`src/rtl/fetch_unit.sv`:
```
// Instruction fetch stage: program counter, instruction register and
// branch/halt control in front of a combinational program memory.
//
// state    | meaning
// S_RUN    | fetching; branch/halt accepted when ir is live and not stalled
// S_HALTED | frozen with ir_valid=0 until nReset

module fetch_unit #(
  parameter int P_SIZE = 6,
  parameter int I_SIZE = 24
) (
  input  logic              clk,
  input  logic              nReset,
  output logic [P_SIZE-1:0] address,
  input  logic [I_SIZE-1:0] instruction,
  input  logic              stall,
  input  logic              branch_en,
  input  logic              branch_rel,
  input  logic [P_SIZE-1:0] branch_value,
  input  logic              halt,
  output logic [I_SIZE-1:0] ir,
  output logic [P_SIZE-1:0] ir_pc,
  output logic              ir_valid,
  output logic              halted,
  output logic [15:0]       fetch_count
);

  typedef enum logic {S_RUN = 1'b0, S_HALTED = 1'b1} state_t;

  state_t            state;
  state_t            state_nxt;
  logic [P_SIZE-1:0] pc;
  logic [P_SIZE-1:0] target;
  logic              accept;
  logic              take_halt;
  logic              take_branch;
  logic              seq_fetch;

  // A request is only meaningful against a live instruction in IR.
  always_comb begin
    accept      = (state == S_RUN) && !stall && ir_valid;
    take_halt   = accept && halt;
    take_branch = accept && branch_en && !halt;
    seq_fetch   = (state == S_RUN) && !stall && !take_halt && !take_branch;
  end

  // Same-width add gives sign extension and the modulo wrap for free.
  always_comb begin
    if (branch_rel) begin
      target = ir_pc + branch_value;
    end else begin
      target = branch_value;
    end
  end

  always_ff @(posedge clk or negedge nReset) begin
    if (!nReset) begin
      state <= S_RUN;
    end else begin
      state <= state_nxt;
    end
  end

  always_comb begin
    state_nxt = state;
    case (state)
      S_RUN: begin
        if (take_halt) begin
          state_nxt = S_HALTED;
        end
      end
      S_HALTED: state_nxt = S_HALTED;
      default:  state_nxt = S_RUN;
    endcase
  end

  always_comb begin
    halted  = (state == S_HALTED);
    address = pc;
  end

  always_ff @(posedge clk or negedge nReset) begin
    if (!nReset) begin
      pc          <= '0;
      ir          <= '0;
      ir_pc       <= '0;
      ir_valid    <= 1'b0;
      fetch_count <= '0;
    end else if (take_halt) begin
      ir_valid <= 1'b0;
    end else if (take_branch) begin
      pc       <= target;
      ir_valid <= 1'b0;
    end else if (seq_fetch) begin
      ir       <= instruction;
      ir_pc    <= pc;
      ir_valid <= 1'b1;
      pc       <= pc + P_SIZE'(1);
      if (fetch_count != 16'hFFFF) begin
        fetch_count <= fetch_count + 16'd1;
      end
    end
  end

endmodule

```
`config.mk`:
```
export PLATFORM = sky130hd
export DESIGN_NAME = fetch_unit
export DESIGN_NICKNAME = d
export VERILOG_FILES = /design/src/rtl/fetch_unit.sv
export SDC_FILE = /design/constraint.sdc
export NUM_CORES = 1
export LEC_CHECK = 0
export ABC_AREA = 1
export BUFFER_PORTS_ARGS = -buffer_cell sky130_fd_sc_hd__buf_4
export CAP_MARGIN = 20
export CORE_AREA = 4 4 80 82
export CTS_BUF_LIST = sky130_fd_sc_hd__clkbuf_16
export DETAILED_ROUTE_END_ITERATION = 12
export DIE_AREA = 0 0 84 86
export PLACE_DENSITY_LB_ADDON = 0.15
export SETUP_SLACK_MARGIN = 0.02
export SLEW_MARGIN = 20
export SYNTH_ARGS = -nofsm -noshare
export SYNTH_HDL_FRONTEND = slang
export SYNTH_SLANG_ARGS = --single-unit
```
`constraint.sdc`:
```
create_clock -name clk -period 1.9 [get_ports clk]
set_clock_uncertainty 0.1 [all_clocks]
set_input_delay 0 -clock clk [delete_from_list [all_inputs] [get_ports clk]]
set_output_delay 0 -clock clk [all_outputs]
set_load 0.02 [all_outputs]
```
# [After elaboration in Yosys (flattened, before gate mapping)]
# Index checks and enable logic that the tools add are counted.
[classes] n_addsub=3 eq_ne=1 muxes=8 bitwise=3 n_reduce_logical=16
[op_table] operator="$mux W6" count=3
[op_table] operator="$add A16 B1 Y16 const B" count=1
[op_table] operator="$ne A16 B16 Y1 const B" count=1
[op_table] operator="$logic_and A1 B1 Y1" count=7
[op_table] operator="$add A6 B1 Y6 const B" count=1
[op_table] operator="$add A6 B6 Y6" count=1
[op_table] operator="$logic_not A1 Y1" count=4
[op_table] operator="$mux W1" count=4
[op_table] operator="$reduce_and A4 Y1" count=1
[op_table] operator="$not A1 Y1" count=3
[op_table] operator="$reduce_and A3 Y1" count=1
[op_table] operator="$reduce_bool A3 Y1" count=1
[op_table] operator="$pmux W1 S2" count=1
[op_table] operator="$reduce_and A2 Y1" count=1
[op_table] operator="$reduce_bool A2 Y1" count=1
[word_totals] register_bits=54 in_bits=36 out_inout_bits=54

# [Longest topological paths before layout]
# Gate-level depths: netlist of run 1.
[logic_depth] ltp_word=10 mapped_depth=11 mapped_depth_nobuf=11

# [Worst setup path before layout of run 1]
# Ideal clock, no wire load.
[synth_timing] path_kind="reg2reg" from="register ir_pc[0]" to="register pc[4] (netlist: address[4])" arrival_time_ns=1.599 path_slack_ns=0.117 stages_incl_launch_ff=10 n_path_buf=0 period_less_slack_ns=1.783 cell_sequence="dfrtp_1 > ha_1 > inv_1 > fa_1 > inv_1 > nand3_1 > a21o_1 > nand3_1 > nand2_1 > a21boi_0"
[synth_via] elab_chain_cells=3
[synth_rtl] item="from (decl)" line="22" text="output logic [P_SIZE-1:0] ir_pc,"
[synth_rtl] item="from (signal assigned)" line="96" text="ir_pc <= pc;"
[synth_rtl] item="$add A6 B6 Y6" line="50" text="target = ir_pc + branch_value;"
[synth_rtl] item="$mux W6" line="49" text="if (branch_rel) begin"
[synth_rtl] item="$mux W6" line="91" text="end else if (take_branch) begin"
[synth_rtl] item="to (signal assigned)" line="92" text="pc <= target;"
[synth_rtl] item="to (signal assigned)" line="98" text="pc <= pc + P_SIZE'(1);"
[synth_rtl] item="to (decl)" line="32" text="logic [P_SIZE-1:0] pc;"
# Every way passes these cells.
# A chain may end at the register's enable or synchronous reset.

# [Worst setup path in the final report of run 1]
[layout_timing] from="register fetch_count[0]" to="register fetch_count[8]"
[layout_via] elab_chain_cells=2 elab_cells_between_ends=3
[layout_rtl] item="from (decl)" line="25" text="output logic [15:0] fetch_count"
[layout_rtl] item="from (signal assigned)" line="100" text="fetch_count <= fetch_count + 16'd1;"
[layout_rtl] item="parallel branches: the longest is 2 deep, another holds $add A16 B1 Y16"
# Parallel ways; which one is timed is not known.

==> load_flow_metrics.sql, run 1 <==
INSERT INTO impl_metrics (metric_group, metric, value, unit) VALUES
('yosys', 'library_cell_occupying_the_most_area_in_the_post_synthesis_netlist', 'sky130_fd_sc_hd__dfrtp_1', ''),
('sta', 'finalCriticalPeriod', '1.83', 'ns'),
('sta', 'max_freq', '0.546', 'GHz'),
('detailed_routing', 'average_routed_wire_per_standard_cell', '13.3', 'um'),
('power_and_ir_drop', 'power.density', '1390', 'nW/um^2'),
('power_and_ir_drop', 'ir_drop', '1.00', 'mV'),
('setup_path', 'crit_path_end_kind', 'register', ''),
('cts', 'cts.reportedPaths.clkPinSlew', '0.07', 'ns'),
('cts', 'cts_inserted_buffers', '5', ''),
('yosys', 'ys_ff_latch', '54', ''),
('setup_path', 'reg2reg_slack', '0.07', 'ns'),
('sta', 'tightest_slew', '0.687', 'ns'),
('final_layout', 'nets', '512', ''),
('placed_design', 'placed_wire_length_estimate_after_detailed_placement', '4910', 'um'),
('cts', 'clock_path_buffers', '2', ''),
('final_layout', 'postLayoutCellArea', '4010', 'sq um'),
('setup_path', 'r2r_cells', '9', ''),
('die', 'pin_count', '90', ''),
('setup_path', 'data_arrival_time_of_the_critical_path', '1.89', 'ns'),
('worst_hold_path', 'count_of_cells_along_the_worst_hold_path', '4', ''),
('final_layout', 'layout.core_utilization', '69.8', '%'),
('global_routing', 'largest_net_degree_at_the_start_of_global_routing', '55', ''),
('final_layout', 'final_layout_size_suffix_gt1_share', '24.9', '%'),
('placed_design', 'numPortBuffers', '89', ''),
('yosys', 'synth.lib_cells_used.distinct', '33', ''),
('yosys', 'synth_cells', '348', ''),
('cts', 'clock_tree.root_cell', 'sky130_fd_sc_hd__clkbuf_16', ''),
('setup_path', 'r2r_end', 'fetch_count[8]', ''),
('global_routing', 'aggregate_global_route_resource_usage', '20.3', '%'),
('cts', 'clock_sinks', '54', ''),
('yosys', 'yosys.cell_count.top_type', 'sky130_fd_sc_hd__nand2_1', ''),
('status', 'failed_checks', 'negative hold slack', ''),
('global_routing', 'number_of_antenna_violations_at_the_first_check_in_global_routing', '0', ''),
('sta', 'slew_headroom', '54.2', '%'),
('sta', 'finalHoldViolCount', '1', ''),
('yosys', 'synth_compound_gate_area_share', '7.25', '%'),
('die', 'rows', '28', ''),
('power_and_ir_drop', 'leakage', '0.00204', 'uW'),
('yosys', 'synth_seq_area_share', '48.1', '%'),
('setup_path', 'worst_r2r_startpoint', 'fetch_count[0]', ''),
('placed_design', 'finalWeightedCongestion', '0.896', ''),
('yosys', 'mappedNetlistArea', '2810', 'sq um'),
('yosys', 'yosysWarningCount', '0', ''),
('yosys', 'synth_edf_count', '0', ''),
('yosys', 'synth_top_family_by_area', 'simple AND/OR/NAND/NOR gates', ''),
('detailed_routing', 'detailroute.via_count', '2674', ''),
('cts', 'clock_tree_from_tritoncts', 'yes', ''),
('die', 'initial_core_util', '48.9', '%'),
('final_layout', 'area_growth_syn_to_layout', '42.7', '%'),
('final_layout', 'filler_cell_count', '461', ''),
('detailed_routing', 'vias_per_cell', '4.92', ''),
('worst_hold_path', 'worst_hold_startpoint', 'branch_rel', ''),
('final_layout', 'instances_no_fill', '544', ''),
('status', 'outcome', 'complete, but fails checks', ''),
('global_routing', 'globalRouteOverflowTotal', '0', ''),
('die', 'die_height', '86', 'um'),
('yosys', 'post_synth_fa_ha_maj_area_fraction', '3.83', '%'),
('job', 'timing.max_cap.violations', '0', ''),
('global_routing', 'global_route_wire_length_before_repair', '12000', 'um'),
('die', 'die_w', '84', 'um'),
('yosys', 'asyncSetResetFlopFracSynth', '100', '%'),
('detailed_routing', 'drt_drc_violations_left', '0', ''),
('yosys', 'synth_xor_area_share', '4.67', '%'),
('placed_design', 'dpl-instance-area', '3550', 'sq um'),
('yosys', 'synth_common_cells', '137 x sky130_fd_sc_hd__nand2_1, 54 x sky130_fd_sc_hd__dfrtp_1, 27 x sky130_fd_sc_hd__inv_1', ''),
('cts', 'clock_insertion_delay_at_the_later_pin_of_the_skew_report', '0.29', 'ns'),
('sta', 'timing.final.max_slew_violations', '0', ''),
('sta', 'worst_hold_slack', '-0.00337', 'ns'),
('yosys', 'post_synth.cell_area_avg', '8.08', 'sq um'),
('setup_path', 'data_required_time_of_the_worst_path', '1.96', 'ns'),
('worst_hold_path', 'min_delay_worst_endpoint', 'address[4]', '');
[sequential cells by signal, indices dropped and copies added (netlist names)]
name,cells
address,6
ir,24
ir_pc,6
fetch_count,16
ir_valid,1
halted,1
[cell families after synthesis]
logic type,after synthesis
AOI/OAI and AO/OA,35
xor gates and xnor gates,15
adders and majority gates,8
buffers and inverters,42
DFF,54
and+or+nand+nor,194
[metal layers]
metal	up-vias	part of all wire [%]	routed length [um]	track usage, %
met2	89	48	3490	36.2
li1	1349	-	-	-
met1	1226	44	3170	24.1
met5	-	0	0	0
met3	10	6.8	494	5.57
met4	0	1.5	106	5.70
[critical path, stage by stage (launching register included)]
cell,delay [ns]
sky130_fd_sc_hd__dfrtp_2,0.45
sky130_fd_sc_hd__ha_2,0.22
sky130_fd_sc_hd__nand3_1,0.14
sky130_fd_sc_hd__inv_2,0.07
sky130_fd_sc_hd__nand2_1,0.09
sky130_fd_sc_hd__clkinv_1,0.10
sky130_fd_sc_hd__nand3_2,0.12
sky130_fd_sc_hd__nand2_8,0.11
sky130_fd_sc_hd__o21ai_0,0.22
sky130_fd_sc_hd__nand2_1,0.08
[where the power goes]
group / total, uW / internal (uW) / switching (uW) / leakage [uW]
sequential: 1980 / 1600 / 384 / 0.000675
combinational: 2680 / 1130 / 1550 / 0.00130
clock: 904 / 490 / 415 / 0.0000679
[layout make-up]
type,count,area share [%]
clock buffers,5,3.12
inverters,33,3.40
multi-input cells,253,32.3
clock inverters,3,0.499
repair buffers,121,24.6
well taps,75,2.34
flip-flops and latches,54,33.7
[worst max path at each step]
stage	slack, ns	depth (start not counted)	endpoint
after floorplan	0.12	9	address[4]
after global routing	-0.01	9	fetch_count[8]
final	0.07	9	fetch_count[8]
after CTS	0.06	11	fetch_count[2]
after detailed placement	0.04	11	fetch_count[2]
after global placement	0.07	11	fetch_count[2]
[metrics by stage]
| stage | worst slack (ns) | total power [uW] |
|---|---|---|
| final | 0.0695 | 5570 |
| after CTS | 0.0551 | 5540 |
| after global routing | -0.0143 | 5960 |
| after detailed placement | 0.0439 | 4560 |
| after global placement | 0.0692 | 4490 |
| after floorplan | 0.117 | 3490 |
[placed cells by master (no fill, tap or decap), types with 2 or more instances in the layout]
master / n
sky130_fd_sc_hd__nand2_1: 137
sky130_fd_sc_hd__buf_4: 93
sky130_fd_sc_hd__dfrtp_1: 53
sky130_fd_sc_hd__inv_1: 27
sky130_fd_sc_hd__dlygate4sd3_1: 27
sky130_fd_sc_hd__nand3_1: 21
sky130_fd_sc_hd__nor2_1: 21
sky130_fd_sc_hd__o21ai_0: 12
sky130_fd_sc_hd__xor2_1: 9
sky130_fd_sc_hd__a21oi_1: 7
sky130_fd_sc_hd__xnor2_1: 6
sky130_fd_sc_hd__nor3_1: 6
sky130_fd_sc_hd__o21ai_1: 6
sky130_fd_sc_hd__ha_1: 6
sky130_fd_sc_hd__clkbuf_16: 5
sky130_fd_sc_hd__inv_2: 4
sky130_fd_sc_hd__o21ai_2: 3
sky130_fd_sc_hd__o211ai_1: 3
sky130_fd_sc_hd__nor2_4: 2
sky130_fd_sc_hd__clkinv_1: 2
sky130_fd_sc_hd__nand4_1: 2
sky130_fd_sc_hd__nand3b_1: 2
[timing repair]
action,CTS,global route
gates resized for setup,1,7
pin swaps,0,1
hold endpoints to repair,80,0
buffers inserted,0,1
endpoints found under the setup margin,1,37
cloned,0,1
hold buffers,27,0
No activity file was read; power rests on OpenSTA's default activity.
==> run 2, diff against run 1 <==
--- a/config.mk
+++ b/config.mk
@@ -8,10 +8,10 @@
 export ABC_AREA = 1
 export BUFFER_PORTS_ARGS = -buffer_cell sky130_fd_sc_hd__buf_4
 export CAP_MARGIN = 20
-export CORE_AREA = 4 4 80 82
+export CORE_AREA = 4 4 62 106
 export CTS_BUF_LIST = sky130_fd_sc_hd__clkbuf_16
 export DETAILED_ROUTE_END_ITERATION = 12
-export DIE_AREA = 0 0 84 86
+export DIE_AREA = 0 0 66 110
 export PLACE_DENSITY_LB_ADDON = 0.15
 export SETUP_SLACK_MARGIN = 0.02
 export SLEW_MARGIN = 20
==> run 2 against run 1 <==
The run still ends with negative hold slack left. Sequential power barely moved. Sequential cell count stayed put. Maximum frequency is 4.1% higher. Worst setup slack improved by 0.071 ns. Largest cell class unchanged. Clock power about the same. Die area up 0.50%. Register-to-register slack improved by 0.07 ns. Cell count up 1.3%.
==> load_flow_metrics.sql, run 2 (synthesized netlist as in run 1, its figures left out) <==
INSERT INTO impl_metrics (metric_group, metric, value, unit) VALUES
('power_and_ir_drop', 'power.net_switching', '2370', 'uW'),
('placed_design', 'dpl-instance-area', '3570', 'sq um'),
('sta', 'worst_hold_slack', '-0.0146', 'ns'),
('global_routing', 'via_count_of_the_first_global_routing_pass', '2771', ''),
('sta', 'slew_headroom', '53.7', '%'),
('sta', 'final.setup.tns', '0', 'ns'),
('placed_design', 'numPortBuffers', '89', ''),
('final_layout', 'filler_cell_count', '444', ''),
('detailed_routing', 'average_routed_wire_per_standard_cell', '14.0', 'um'),
('final_layout', 'antenna_cells', '0', ''),
('final_layout', 'leading_cell_type_in_the_layout_fill_and_taps_excluded', 'sky130_fd_sc_hd__nand2_1', ''),
('die', 'die_w', '66', 'um'),
('die', 'rows', '36', ''),
('cts', 'clock_tree_from_tritoncts', 'yes', ''),
('power_and_ir_drop', 'leakage', '0.00207', 'uW'),
('die', 'die_area', '7260', 'sq um'),
('power_and_ir_drop', 'netSwitchingFraction', '42.1', '%'),
('status', 'failed_checks', 'negative hold slack', ''),
('final_layout', 'final_layout_size_suffix_gt1_share', '25.5', '%'),
('cts', 'clock_sinks', '54', ''),
('sta', 'max_freq', '0.568', 'GHz'),
('placed_design', 'placed_wire_length_estimate_after_detailed_placement', '5470', 'um'),
('status', 'outcome', 'complete, but fails checks', ''),
('final_layout', 'largest_reg_flops', '24', ''),
('power_and_ir_drop', 'power.density', '1380', 'nW/um^2'),
('final_layout', 'largestRegisters', 'ir x24, fetch_count x16', ''),
('cts', 'clock_path_buffers', '2', ''),
('setup_path', 'data_arrival_time_of_the_critical_path', '1.84', 'ns'),
('setup_path', 'crit_path_end_kind', 'register', ''),
('die', 'placeableCoreArea', '5630', 'sq um'),
('job', 'timing.max_cap.violations', '0', ''),
('detailed_routing', 'vias_per_cell', '5.00', ''),
('detailed_routing', 'drt-initial-drc-count', '159', ''),
('power_and_ir_drop', 'share_seq_of_total_power', '34.7', '%'),
('die', 'die_height', '110', 'um'),
('power_and_ir_drop', 'clockPowerShare', '16.1', '%'),
('die', 'pin_count', '90', ''),
('setup_path', 'timing.critical_path.from_type', 'register', ''),
('final_layout', 'final-seq-area', '1350', 'sq um'),
('cts', 'clock_insertion_delay_at_the_later_pin_of_the_skew_report', '0.29', 'ns'),
('global_routing', 'globalRouteOverflowTotal', '0', ''),
('global_routing', 'largest_net_degree_at_the_start_of_global_routing', '55', ''),
('detailed_routing', 'postRouteAntennaNets', '0', ''),
('sta', 'timing.final.max_slew_violations', '0', ''),
('cts', 'cts_inserted_buffers', '5', ''),
('sta', 'finalCritPeriodShare', '92.6', '%'),
('cts', 'cts.reportedPaths.clkPinSlew', '0.07', 'ns'),
('final_layout', 'area_of_the_multi_input_gates', '1310', 'sq um'),
('detailed_routing', 'drt_pass1_iterations', '4', ''),
('power_and_ir_drop', 'internal_power', '3250', 'uW'),
('sta', 'final_count_of_negative_setup_slack_endpoints', '0', ''),
('die', 'initial_core_util', '49.9', '%'),
('cts', 'ctsHtreeMaxLevel', '2', ''),
('placed_design', 'finalWeightedCongestion', '0.862', ''),
('sta', 'tightest_slew', '0.694', 'ns'),
('setup_path', 'path_class', 'reg -> reg', ''),
('detailed_routing', 'drt_drc_violations_left', '0', ''),
('setup_path', 'data_required_time_of_the_worst_path', '1.98', 'ns'),
('final_layout', 'top_register', 'ir', ''),
('final_layout', 'postLayoutCellArea', '4070', 'sq um'),
('sta', 'finalHoldViolCount', '1', ''),
('global_routing', 'aggregate_global_route_resource_usage', '23.3', '%'),
('final_layout', 'nets', '518', ''),
('detailed_routing', 'detailroute.via_count', '2756', ''),
('global_routing', 'number_of_antenna_violations_at_the_first_check_in_global_routing', '0', ''),
('power_and_ir_drop', 'ir_drop', '0.813', 'mV'),
('global_routing', 'global_route_wire_length_before_repair', '12900', 'um'),
('cts', 'clock_tree.root_cell', 'sky130_fd_sc_hd__clkbuf_16', ''),
('worst_hold_path', 'min-delay-path-class', 'in -> reg', ''),
('power_and_ir_drop', 'power.share.combinational', '49.2', '%'),
('detailed_routing', 'drt-total-wl', '7700', 'um'),
('setup_path', 'worst-path-max-fanout', '7', ''),
('final_layout', 'area_growth_syn_to_layout', '44.8', '%'),
('sta', 'finalCriticalPeriod', '1.76', 'ns'),
('power_and_ir_drop', 'total_power', '5620', 'uW'),
('final_layout', 'layout_common_cells', '137 x sky130_fd_sc_hd__nand2_1, 97 x sky130_fd_sc_hd__buf_4, 54 x sky130_fd_sc_hd__dfrtp_1', '');
-- run 2: changes by cell type in the layout (fill, tap and decap cells not counted), sizes merged --
cell	delta
nor2	-1
buf	+4
dlygate4sd3	+2
nand2	+1
-- run 2: layer usage --
| metal | part of all wire [%] | track usage, % |
|---|---|---|
| met3 | 4.1 | 3.75 |
| met1 | 37 | 25.4 |
| met2 | 54 | 42.0 |
| met4 | 4.5 | 12.9 |
| met5 | 0 | 0 |
-- run 2: layout make-up --
type,count,share of cell area [%]
inverter,33,3.35
tap,76,2.34
multi-input combinational,253,32.1
clock buffer,5,3.07
sequential,54,33.2
clock inverter,3,0.492
timing repair buffer,127,25.5
-- run 2: worst paths after layout --
check | from | end | slack, ns | depth (start not counted)
hold / removal | branch_rel | address[4] | -0.01 | 4
max in group asynchronous | nReset | ir_pc[4] | 1.04 | 2
setup reg to reg | fetch_count[1] | fetch_count[0] | 0.14 | 9
hold reg to reg | ir[0] | ir[0] | 0.38 | 2
min in group asynchronous | nReset | ir[1] | 0.20 | 2
setup / recovery | fetch_count[1] | fetch_count[0] | 0.14 | 9
-- run 2: stage by stage --
stage	setup WS [ns]	cells	util, %
detailed placement	0.0951	510	63.4
global placement	0.177	510	63.4
global route	-0.00315	551	72.3
finish	0.141	551	72.3
CTS	0.0855	547	71.2
floorplan	0.117	348	-
-- run 2: power by group through the flow --
stage,clock (uW),combinational [uW],sequential (uW)
3_5_place_dp,0,2660,1960
6_report,902,2760,1950
5_1_grt,981,3050,2010
4_1_cts,942,2720,1940
2_1_floorplan,0,1020,2460
3_3_place_gp,0,2590,1940
-- run 2: worst max-delay path: stages (launching register included) --
cell,delay (ns)
sky130_fd_sc_hd__dfrtp_1,0.41
sky130_fd_sc_hd__ha_2,0.21
sky130_fd_sc_hd__nand3_1,0.13
sky130_fd_sc_hd__inv_2,0.06
sky130_fd_sc_hd__nand2_1,0.09
sky130_fd_sc_hd__clkinv_1,0.14
sky130_fd_sc_hd__nand3_4,0.14
sky130_fd_sc_hd__nand2_8,0.09
sky130_fd_sc_hd__buf_4,0.15
sky130_fd_sc_hd__xnor2_1,0.12
-- run 2: what timing repair did --
action / in CTS / in global routing
endpoints found under the hold margin: 82 / 0
hold buffers: 29 / 0
endpoints found under the setup margin: 0 / 13
buffers inserted: 0 / 3
resized for setup: 0 / 8
==> run 3, diff against run 2 <==
--- a/config.mk
+++ b/config.mk
@@ -8,10 +8,12 @@
 export ABC_AREA = 1
 export BUFFER_PORTS_ARGS = -buffer_cell sky130_fd_sc_hd__buf_4
 export CAP_MARGIN = 20
-export CORE_AREA = 4 4 62 106
+export CELL_PAD_IN_SITES_DETAIL_PLACEMENT = 0
+export CELL_PAD_IN_SITES_GLOBAL_PLACEMENT = 1
+export CORE_AREA = 4 4 72 124
 export CTS_BUF_LIST = sky130_fd_sc_hd__clkbuf_16
 export DETAILED_ROUTE_END_ITERATION = 12
-export DIE_AREA = 0 0 66 110
+export DIE_AREA = 0 0 76 128
 export PLACE_DENSITY_LB_ADDON = 0.15
 export SETUP_SLACK_MARGIN = 0.02
 export SLEW_MARGIN = 20
==> run 3 against run 2 <==
Critical endpoint is now fetch_count[2]. Utilization fell by 21 points. Highest routed layer unchanged. Routed wire length fell by 0.64%. The run now ends clean. Critical path depth rose by 2. Die area rose by 34%. Count of clock-buffer cells in the layout did not move. Global-route usage fell by 6.5 points. Worst setup slack improved by 0.048 ns.
==> load_flow_metrics.sql, run 3 (synthesized netlist as in run 1, its figures left out) <==
INSERT INTO impl_metrics (metric_group, metric, value, unit) VALUES
('setup_path', 'critical_path_buf_inv_count', '3', ''),
('final_layout', 'leading_cell_type_in_the_layout_fill_and_taps_excluded', 'sky130_fd_sc_hd__nand2_1', ''),
('sta', 'tightest_slew', '0.695', 'ns'),
('global_routing', 'aggregate_global_route_resource_usage', '16.8', '%'),
('final_layout', 'largestRegisters', 'ir x24, fetch_count x16', ''),
('sta', 'slew_headroom', '53.7', '%'),
('placed_design', 'numPortBuffers', '89', ''),
('sta', 'final.setup.tns', '0', 'ns'),
('final_layout', 'layout_common_cells', '137 x sky130_fd_sc_hd__nand2_1, 95 x sky130_fd_sc_hd__buf_4, 54 x sky130_fd_sc_hd__dfrtp_1', ''),
('die', 'die_height', '128', 'um'),
('setup_path', 'path_depth', '11', ''),
('worst_hold_path', 'min-delay-path-class', 'in -> reg', ''),
('detailed_routing', 'drt-total-wl', '7650', 'um'),
('final_layout', 'largest_reg_flops', '24', ''),
('power_and_ir_drop', 'leakage', '0.00207', 'uW'),
('final_layout', 'filler_cell_count', '799', ''),
('power_and_ir_drop', 'total_power', '5590', 'uW'),
('global_routing', 'largest_net_degree_at_the_start_of_global_routing', '55', ''),
('setup_path', 'worst-path-max-fanout', '17', ''),
('final_layout', 'area_growth_syn_to_layout', '45.1', '%'),
('setup_path', 'timing.critical_path.from_type', 'register', ''),
('setup_path', 'path_common_cell', 'sky130_fd_sc_hd__nand2_1', ''),
('final_layout', 'top_register', 'ir', ''),
('cts', 'cts.reportedPaths.clkPinSlew', '0.07', 'ns'),
('sta', 'timing.final.max_slew_violations', '0', ''),
('status', 'outcome', 'completed', ''),
('placed_design', 'placed_wire_length_estimate_after_detailed_placement', '5810', 'um'),
('placed_design', 'finalWeightedCongestion', '0.833', ''),
('global_routing', 'via_count_of_the_first_global_routing_pass', '2738', ''),
('power_and_ir_drop', 'power.density', '1370', 'nW/um^2'),
('final_layout', 'postLayoutCellArea', '4080', 'sq um'),
('detailed_routing', 'postRouteAntennaNets', '0', ''),
('cts', 'clock_tree_from_tritoncts', 'yes', ''),
('worst_hold_path', 'count_of_cells_along_the_worst_hold_path', '5', ''),
('setup_path', 'data_arrival_time_of_the_critical_path', '1.80', 'ns'),
('setup_path', 'crit_path_end_kind', 'register', ''),
('cts', 'clock_tree.root_cell', 'sky130_fd_sc_hd__clkbuf_16', ''),
('power_and_ir_drop', 'ir_drop', '0.779', 'mV'),
('setup_path', 'crit_chain', 'ha_1, nand3_1, inv_2, nand2_1, clkinv_1, nand3_2, nand2_4, inv_6, nand2_1, nand2_1, nand2_1', ''),
('final_layout', 'area_of_the_multi_input_gates', '1280', 'sq um'),
('detailed_routing', 'average_routed_wire_per_standard_cell', '13.5', 'um'),
('sta', 'worst_hold_slack', '0.0228', 'ns'),
('sta', 'finalCritPeriodShare', '90.1', '%'),
('setup_path', 'crit_slowest_cell', 'sky130_fd_sc_hd__dfrtp_1', ''),
('detailed_routing', 'drt_pass1_iterations', '4', ''),
('final_layout', 'final-seq-area', '1350', 'sq um'),
('die', 'initial_core_util', '35.5', '%'),
('die', 'placeableCoreArea', '7910', 'sq um'),
('cts', 'cts_inserted_buffers', '5', ''),
('detailed_routing', 'drt_drc_violations_left', '0', ''),
('sta', 'final_count_of_negative_setup_slack_endpoints', '0', ''),
('final_layout', 'nets', '518', ''),
('global_routing', 'globalRouteOverflowTotal', '0', ''),
('cts', 'clock_sinks', '54', ''),
('detailed_routing', 'detailroute.via_count', '2647', ''),
('job', 'timing.max_cap.violations', '0', ''),
('sta', 'rsz0062_at_grt', 'no', ''),
('final_layout', 'final_layout_size_suffix_gt1_share', '25.3', '%'),
('setup_path', 'data_required_time_of_the_worst_path', '1.99', 'ns'),
('cts', 'clock_insertion_delay_at_the_later_pin_of_the_skew_report', '0.29', 'ns'),
('detailed_routing', 'vias_per_cell', '4.68', ''),
('sta', 'finalHoldViolCount', '0', ''),
('setup_path', 'critical-path-top-delay-family', 'simple AND/OR/NAND/NOR gates', ''),
('setup_path', 'r2r_cells', '11', ''),
('cts', 'clock_path_buffers', '2', ''),
('die', 'rows', '43', ''),
('setup_path', 'path_class', 'reg -> reg', ''),
('global_routing', 'number_of_antenna_violations_at_the_first_check_in_global_routing', '0', ''),
('final_layout', 'antenna_cells', '0', ''),
('die', 'pin_count', '90', ''),
('global_routing', 'global_route_wire_length_before_repair', '13200', 'um'),
('detailed_routing', 'drt-initial-drc-count', '158', ''),
('sta', 'finalCriticalPeriod', '1.71', 'ns'),
('cts', 'ctsHtreeMaxLevel', '2', ''),
('die', 'die_w', '76', 'um'),
('setup_path', 'critical_path.max_stage_delay', '0.41', 'ns'),
('sta', 'max_freq', '0.584', 'GHz'),
('die', 'die_area', '9730', 'sq um'),
('placed_design', 'dpl-instance-area', '3610', 'sq um');
-- run 3: where the power goes --
| part | total [uW] | internal, uW | switching (uW) |
|---|---|---|---|
| combinational | 2730 | 1170 | 1560 |
| clock | 923 | 490 | 433 |
| sequential | 1940 | 1590 | 347 |
| total | 5590 | 3250 | 2340 |
-- run 3: area by class of cell --
cell class                      instances  area share (%)
Inverter                               33            3.16
Sequential cell                        54            33.1
Timing Repair Buffer                  128            26.1
Clock buffer                            5            3.07
Multi-Input combinational cell        252            31.3
Tap cell                               90            2.76
Clock inverter                          3           0.491
-- run 3: routing by layer --
metal	track usage, %	wire length, um
met2	32.1	4310
met4	5.66	172
met1	18.1	2940
met3	3.23	227
met5	0	0
-- run 3: worst min-delay path: stages --
cell	delay [ns]
sky130_fd_sc_hd__buf_4	0.11
sky130_fd_sc_hd__nor2_1	0.09
sky130_fd_sc_hd__nor2_1	0.05
sky130_fd_sc_hd__nand2_1	0.06
sky130_fd_sc_hd__a21boi_1	0.05
-- run 3: path summary, 6_finish.rpt --
path                                   end  slack (ns)             from
max reg2reg                 fetch_count[2]        0.19   fetch_count[1]
max                         fetch_count[2]        0.19   fetch_count[1]
min                             address[4]        0.02  branch_value[4]
min in group asynchronous  fetch_count[13]        0.19           nReset
max in group asynchronous            ir[5]        1.05           nReset
min reg2reg                         ir[16]        0.37           ir[16]
-- run 3: repair_timing --
action	4_1_cts	5_1_grt
resized for setup	0	6
hold buffers	31	0
buffers inserted	0	1
setup endpoints to repair	0	3
endpoints found under the hold margin	83	0
-- run 3: stage by stage --
stage | instances | util (%) | setup slack [ns]
finish | 565 | 51.6 | 0.189
global route | 565 | 51.6 | 0.0243
CTS | 564 | 51.4 | 0.0948
detailed placement | 525 | 45.6 | 0.114
global placement | 525 | 45.6 | 0.164
floorplan | 348 | - | 0.117
